## config.mk

```make
export PLATFORM = sky130hd
export DESIGN_NAME = reg_file_wb
export DESIGN_NICKNAME = d
export VERILOG_FILES = /design/src/rtl/reg_file_wb.sv
export SDC_FILE = /design/constraint.sdc
export NUM_CORES = 2
export LEC_CHECK = 0
export CORE_MARGIN = 1
export CORE_UTILIZATION = 60
export DETAILED_ROUTE_END_ITERATION = 6
export PLACE_DENSITY_LB_ADDON = 0.15
export SYNTH_ARGS = -nofsm -noshare
export SYNTH_HDL_FRONTEND = slang
export SYNTH_SLANG_ARGS = --single-unit
```

## constraint.sdc

```tcl
create_clock -name clk_i -period 4.7 [get_ports clk_i]
set_clock_uncertainty 0.2 [all_clocks]
set_input_delay 0.94 -clock clk_i [delete_from_list [all_inputs] [get_ports clk_i]]
set_output_delay 0.94 -clock clk_i [all_outputs]
set_load 0.02 [all_outputs]
```

## src/rtl/reg_file_wb.sv

```systemverilog
`default_nettype none
// ============================================================================
// reg_file_wb : 32-entry register file, write-through bypass, busy scoreboard
// Revision    : 1.0
// ============================================================================
module reg_file_wb #(
  parameter int size = 32
) (
  input  logic            clk_i,
  input  logic            rst_i,
  input  logic [4:0]      RSaddr_i,
  input  logic [4:0]      RTaddr_i,
  input  logic [4:0]      RDaddr_i,
  input  logic [size-1:0] RDdata_i,
  input  logic            RegWrite_i,
  input  logic            busy_set_i,
  input  logic [4:0]      busy_addr_i,
  output logic [size-1:0] RSdata_o,
  output logic [size-1:0] RTdata_o,
  output logic            RSbusy_o,
  output logic            RTbusy_o,
  output logic [15:0]     wr_cnt_o
);

  localparam logic [size-1:0] C_SP_INIT = size'(32'd128);
  localparam logic [15:0]     C_CNT_MAX = 16'hFFFF;

  logic [size-1:0] regs_q [32];
  logic [31:0]     busy_q, busy_d;
  logic [15:0]     wr_cnt_q, wr_cnt_d;

  logic w_wb_en;
  logic w_commit;
  logic w_rs_hit;
  logic w_rt_hit;

  // Bypass qualifies on the write enable alone so reads stay combinational in reset.
  assign w_wb_en  = RegWrite_i && (RDaddr_i != 5'd0);
  assign w_commit = w_wb_en && !rst_i;
  assign w_rs_hit = w_wb_en && (RDaddr_i == RSaddr_i);
  assign w_rt_hit = w_wb_en && (RDaddr_i == RTaddr_i);

  always_comb begin
    busy_d = busy_q;
    if (w_commit) begin
      busy_d[RDaddr_i] = 1'b0;
    end
    // A set issued alongside a commit to the same index must win.
    if (busy_set_i && (busy_addr_i != 5'd0)) begin
      busy_d[busy_addr_i] = 1'b1;
    end
  end

  always_comb begin
    wr_cnt_d = wr_cnt_q;
    if (w_commit && (wr_cnt_q != C_CNT_MAX)) begin
      wr_cnt_d = wr_cnt_q + 16'd1;
    end
  end

  always_ff @(posedge clk_i) begin
    if (rst_i) begin
      for (int i = 0; i < 32; i++) begin
        regs_q[i] <= (i == 29) ? C_SP_INIT : '0;
      end
      busy_q   <= '0;
      wr_cnt_q <= '0;
    end else begin
      if (w_commit) begin
        regs_q[RDaddr_i] <= RDdata_i;
      end
      busy_q   <= busy_d;
      wr_cnt_q <= wr_cnt_d;
    end
  end

  always_comb begin
    RSdata_o = '0;
    RTdata_o = '0;
    if (RSaddr_i != 5'd0) begin
      RSdata_o = w_rs_hit ? RDdata_i : regs_q[RSaddr_i];
    end
    if (RTaddr_i != 5'd0) begin
      RTdata_o = w_rt_hit ? RDdata_i : regs_q[RTaddr_i];
    end
  end

  assign RSbusy_o = (RSaddr_i != 5'd0) && busy_q[RSaddr_i] &&
                    !(w_commit && (RDaddr_i == RSaddr_i));
  assign RTbusy_o = (RTaddr_i != 5'd0) && busy_q[RTaddr_i] &&
                    !(w_commit && (RDaddr_i == RTaddr_i));
  assign wr_cnt_o = wr_cnt_q;

endmodule
`default_nettype wire

```

==> qor.yml <==
timing:
  fin_crit_sh: 1.00
  final-max-slew-violation-count: 0
  hold-worst-slack_ps: 283
  min_period_ps: 4710
  setup_violations: 1
  slew_headroom: 0.331
  fmax_mhz: 212
  setup_repair_after_global_routing_missed_its_margin: "yes"
  tightestPinTransition_ps: 1000
  hold_violations: 0
  setup_slack_ps: -13.7
min_path:
  worst_hold_startpoint: "busy_q[0]"
  worst_hold_path_depth: 1
  worst_hold_path.endpoint: "busy_q[0]"
  worstHoldPathType: "register to register"
die:
  floorplan.die.width_microns: 313
  starting_density_of_the_core: 0.607
  coreArea_sq_mm: 0.0953
  pin_count: 138
  die_outline_height_microns: 313
  num_rows: 113
  dieArea_sq_mm: 0.0977
clock_network:
  cts.htree.levels: 3
  cts_root_buffer: "sky130_fd_sc_hd__clkbuf_16"
  cts_sinks: 1072
  number_of_buffers_added_by_the_clock_tree_synthesis_step: 111
  tritoncts: "built"
  cts.reportedPaths.clkPinSlew_ps: 60
  ctsLongestPathBuffers: 3
  post_cts_hold_buffer_count: 0
  clock_insertion_delay_worst_skew_ps: 700
run_status:
  violations: "setup timing"
  outcome: "complete, but fails checks"
worst_setup_path:
  path_cells: "buf_8 > buf_4 > buf_12 > buf_6 > mux4_2 > mux2i_1 > nand2_1 > a32oi_1 > o21ai_1 > clkdlybuf4s50_1"
  critPathSlowestCell: "sky130_fd_sc_hd__clkdlybuf4s50_1"
  timing.critical_path.arrival_ps: 3570
  worst_path_largest_cell_delay_ps: 540
  reg2reg_to: "wr_cnt_o[15]"
  critPathKind: "input pin to primary output"
  path_delay_family: "buffers and inverters"
  reg2regPathDepth: 5
  critical_path.reg2reg.startpoint: "wr_cnt_o[2]"
  cp_max_fo: 13
  worst_setup_slack_for_register_to_register_paths_ps: 2190
  worstPathRequired_ps: 3560
  worstPathBufferInverterCount: 5
  worst_setup_path_start_kind: "input pin"
  critPathCaptureType: "primary output"
job:
  max_cap_check_violation_count: 0
global_routing:
  grt.overflow.total: 0
  grt_util_all_layers: 0.414
  via_count_of_the_first_global_routing_pass: 39900
  grt_max_degree: 71
  first_pass_grt_wire_length_microns: 285000
  number_of_antenna_violations_at_the_first_check_in_global_routing: 9
pwr:
  ir_drop_mv: 0.286
  power_density_over_cell_area_mw_per_mm2: 355
  power.total_mw: 23.8
  power_leakage_nw: 24.3
layout:
  layout_commonest_cell: "sky130_fd_sc_hd__edfxtp_1"
  area_growth_syn_to_layout_pct: 15.9
  layout.cells.most_common_list: "sky130_fd_sc_hd__edfxtp_1 (1024), sky130_fd_sc_hd__and2_1 (753), sky130_fd_sc_hd__mux4_2 (549)"
  final_area_sq_mm: 0.0671
  drive_above_1_share: 0.283
  instances_no_fill: 5550
  fin_nets: 4245
yosys:
  synth-seq-area-share: 0.548
  synth_cell_type_count: 69
  dominant_combinational_cell_family_by_area_after_synthesis: "multiplexers"
  yosys_register_bits: 1072
  post_synth.cell_area_avg_sq_um: 14.6
  synth_edf_count: 1024
  synth.cell_area_sq_mm: 0.0579
  synth_mux_area_frac: 0.237
  synth.yosys.warnings: 0
  fraction_of_the_mapped_netlist_area_in_compound_gates: 0.0344
  ys_async_sr_fraction: 0
  synth_adder_area_share: 0.000216
  post_synth_and_or_nand_nor_area_fraction: 0.142
  synthesis.instances: 3968
  synth-main-ff-cell: "sky130_fd_sc_hd__edfxtp_1"
  synth-xor-area-share: 0.00257
detailed_routing:
  antenna_left: 0
  drt_first_iter_violations: 6964
  post_drt_wl_per_cell_microns: 36.5
  routed_wirelength_microns: 202000
  routed-via-count: 40800
  drcViolationCount: 0
  via_per_inst: 7.34
  drt_first_pass_iters: 5
placement:
  port-buffer-count: 137
  gp_congestion: 0.936
  preCtsSetupSlack_ps: -511
  place_area_sq_mm: 0.0630
  placed_cells: 5334
  place_hpwl_microns: 123000
==> through the flow <==
step	TNS, ps	util
6_report	-13.7	0.704
5_1_grt	-34.7	0.704
3_3_place_gp	-12890	0.662
2_1_floorplan	0	-
3_5_place_dp	-13480	0.662
4_1_cts	0	0.702
==> sequential cells by signal, summed over array words and instances, names as in the netlist <==
| register | count |
|---|---|
| busy_q | 32 |
| regs_q | 1024 |
| wr_cnt_o | 16 |
==> layout make-up <==
cell class	instances	area (sq um)
flip-flops and latches	1072	31700
inverters	35	134
well taps	1265	1580
fillers	6221	28200
multi-input cells	2452	24500
clock inverters	60	669
diodes	9	22.5
repair buffers	516	5470
clock buffers	141	2990
==> power breakdown <==
| part | total, mW | leakage, nW | internal, mW | switching, mW |
|---|---|---|---|---|
| clock | 9.07 | 1.79 | 5.25 | 3.82 |
| combinational | 3.51 | 12.4 | 1.53 | 1.98 |
| sequential | 11.2 | 10.1 | 11.0 | 0.284 |
==> synth_stat cells, drive strengths merged, types with 4 or more instances <==
library cell | count | share of area
a211oi | 6 | 0.00078
a21o | 8 | 0.0010
a21oi | 23 | 0.0020
a221o | 4 | 0.00069
a221oi | 40 | 0.0062
a22oi | 16 | 0.0021
a31oi | 4 | 0.00043
a32oi | 41 | 0.0062
and2 | 754 | 0.082
and3 | 187 | 0.020
buf | 115 | 0.013
clkbuf | 325 | 0.021
dfxtp | 48 | 0.017
edfxtp | 1024 | 0.53
inv | 33 | 0.0021
mux2 | 6 | 0.0012
mux2i | 128 | 0.022
mux4 | 549 | 0.21
nand2 | 199 | 0.013
nand2b | 8 | 0.00086
nand3 | 50 | 0.0043
nand3b | 6 | 0.00078
nand4 | 5 | 0.00054
nor2 | 83 | 0.0054
nor2b | 10 | 0.0011
nor3 | 70 | 0.0061
o2111ai | 6 | 0.00091
o21a | 4 | 0.00052
o21ai | 87 | 0.0075
o22ai | 22 | 0.0024
o31ai | 6 | 0.00078
or2 | 31 | 0.0034
or3 | 8 | 0.00086
or4 | 6 | 0.00078
xor2 | 14 | 0.0021
==> per-layer routing <==
metal,wire length (microns),global-route usage
met1,67600,0.540
met2,92100,0.626
met3,31400,0.137
met4,11300,0.209
met5,37,0
==> kinds of logic after synthesis <==
kind of cell | Yosys count
DFF | 1072
buffers and inverters | 475
xor gates and xnor gates | 17
other | 1
muxes | 683
and+or+nand+nor | 1435
AOI/OAI and AO/OA | 284
adders and majority gates | 1
==> worst max path at each step <==
| stage | cells past startpoint | slack, ps | end | startpoint |
|---|---|---|---|---|
| floorplan | 6 | 550 | RTbusy_o | RTaddr_i[1] |
| global placement | 8 | -510 | RSdata_o[21] | RDaddr_i[3] |
| detailed placement | 8 | -510 | RSdata_o[21] | RDaddr_i[0] |
| CTS | 8 | 4 | RSdata_o[9] | RSaddr_i[0] |
| global route | 9 | -20 | RTdata_o[7] | RTaddr_i[0] |
| finish | 10 | -10 | RSdata_o[7] | RSaddr_i[0] |
==> worst reg2reg max path, delay by kind of cell (launching register included) <==
family	cells	cell delay, ps
simple gates	2	750
compound gates	3	1020
flops	1	470
==> timing repair <==
| item | in CTS | in global routing |
|---|---|---|
| resized for setup | 33 | 52 |
| setup buffers | 1 | 2 |
| hold endpoints to repair | 0 | 0 |
| gates cloned | 2 | 1 |
| endpoints found under the setup margin | 41 | 49 |
| pin swaps | 3 | 1 |
Note: power is estimated with default switching activity, not from simulation.
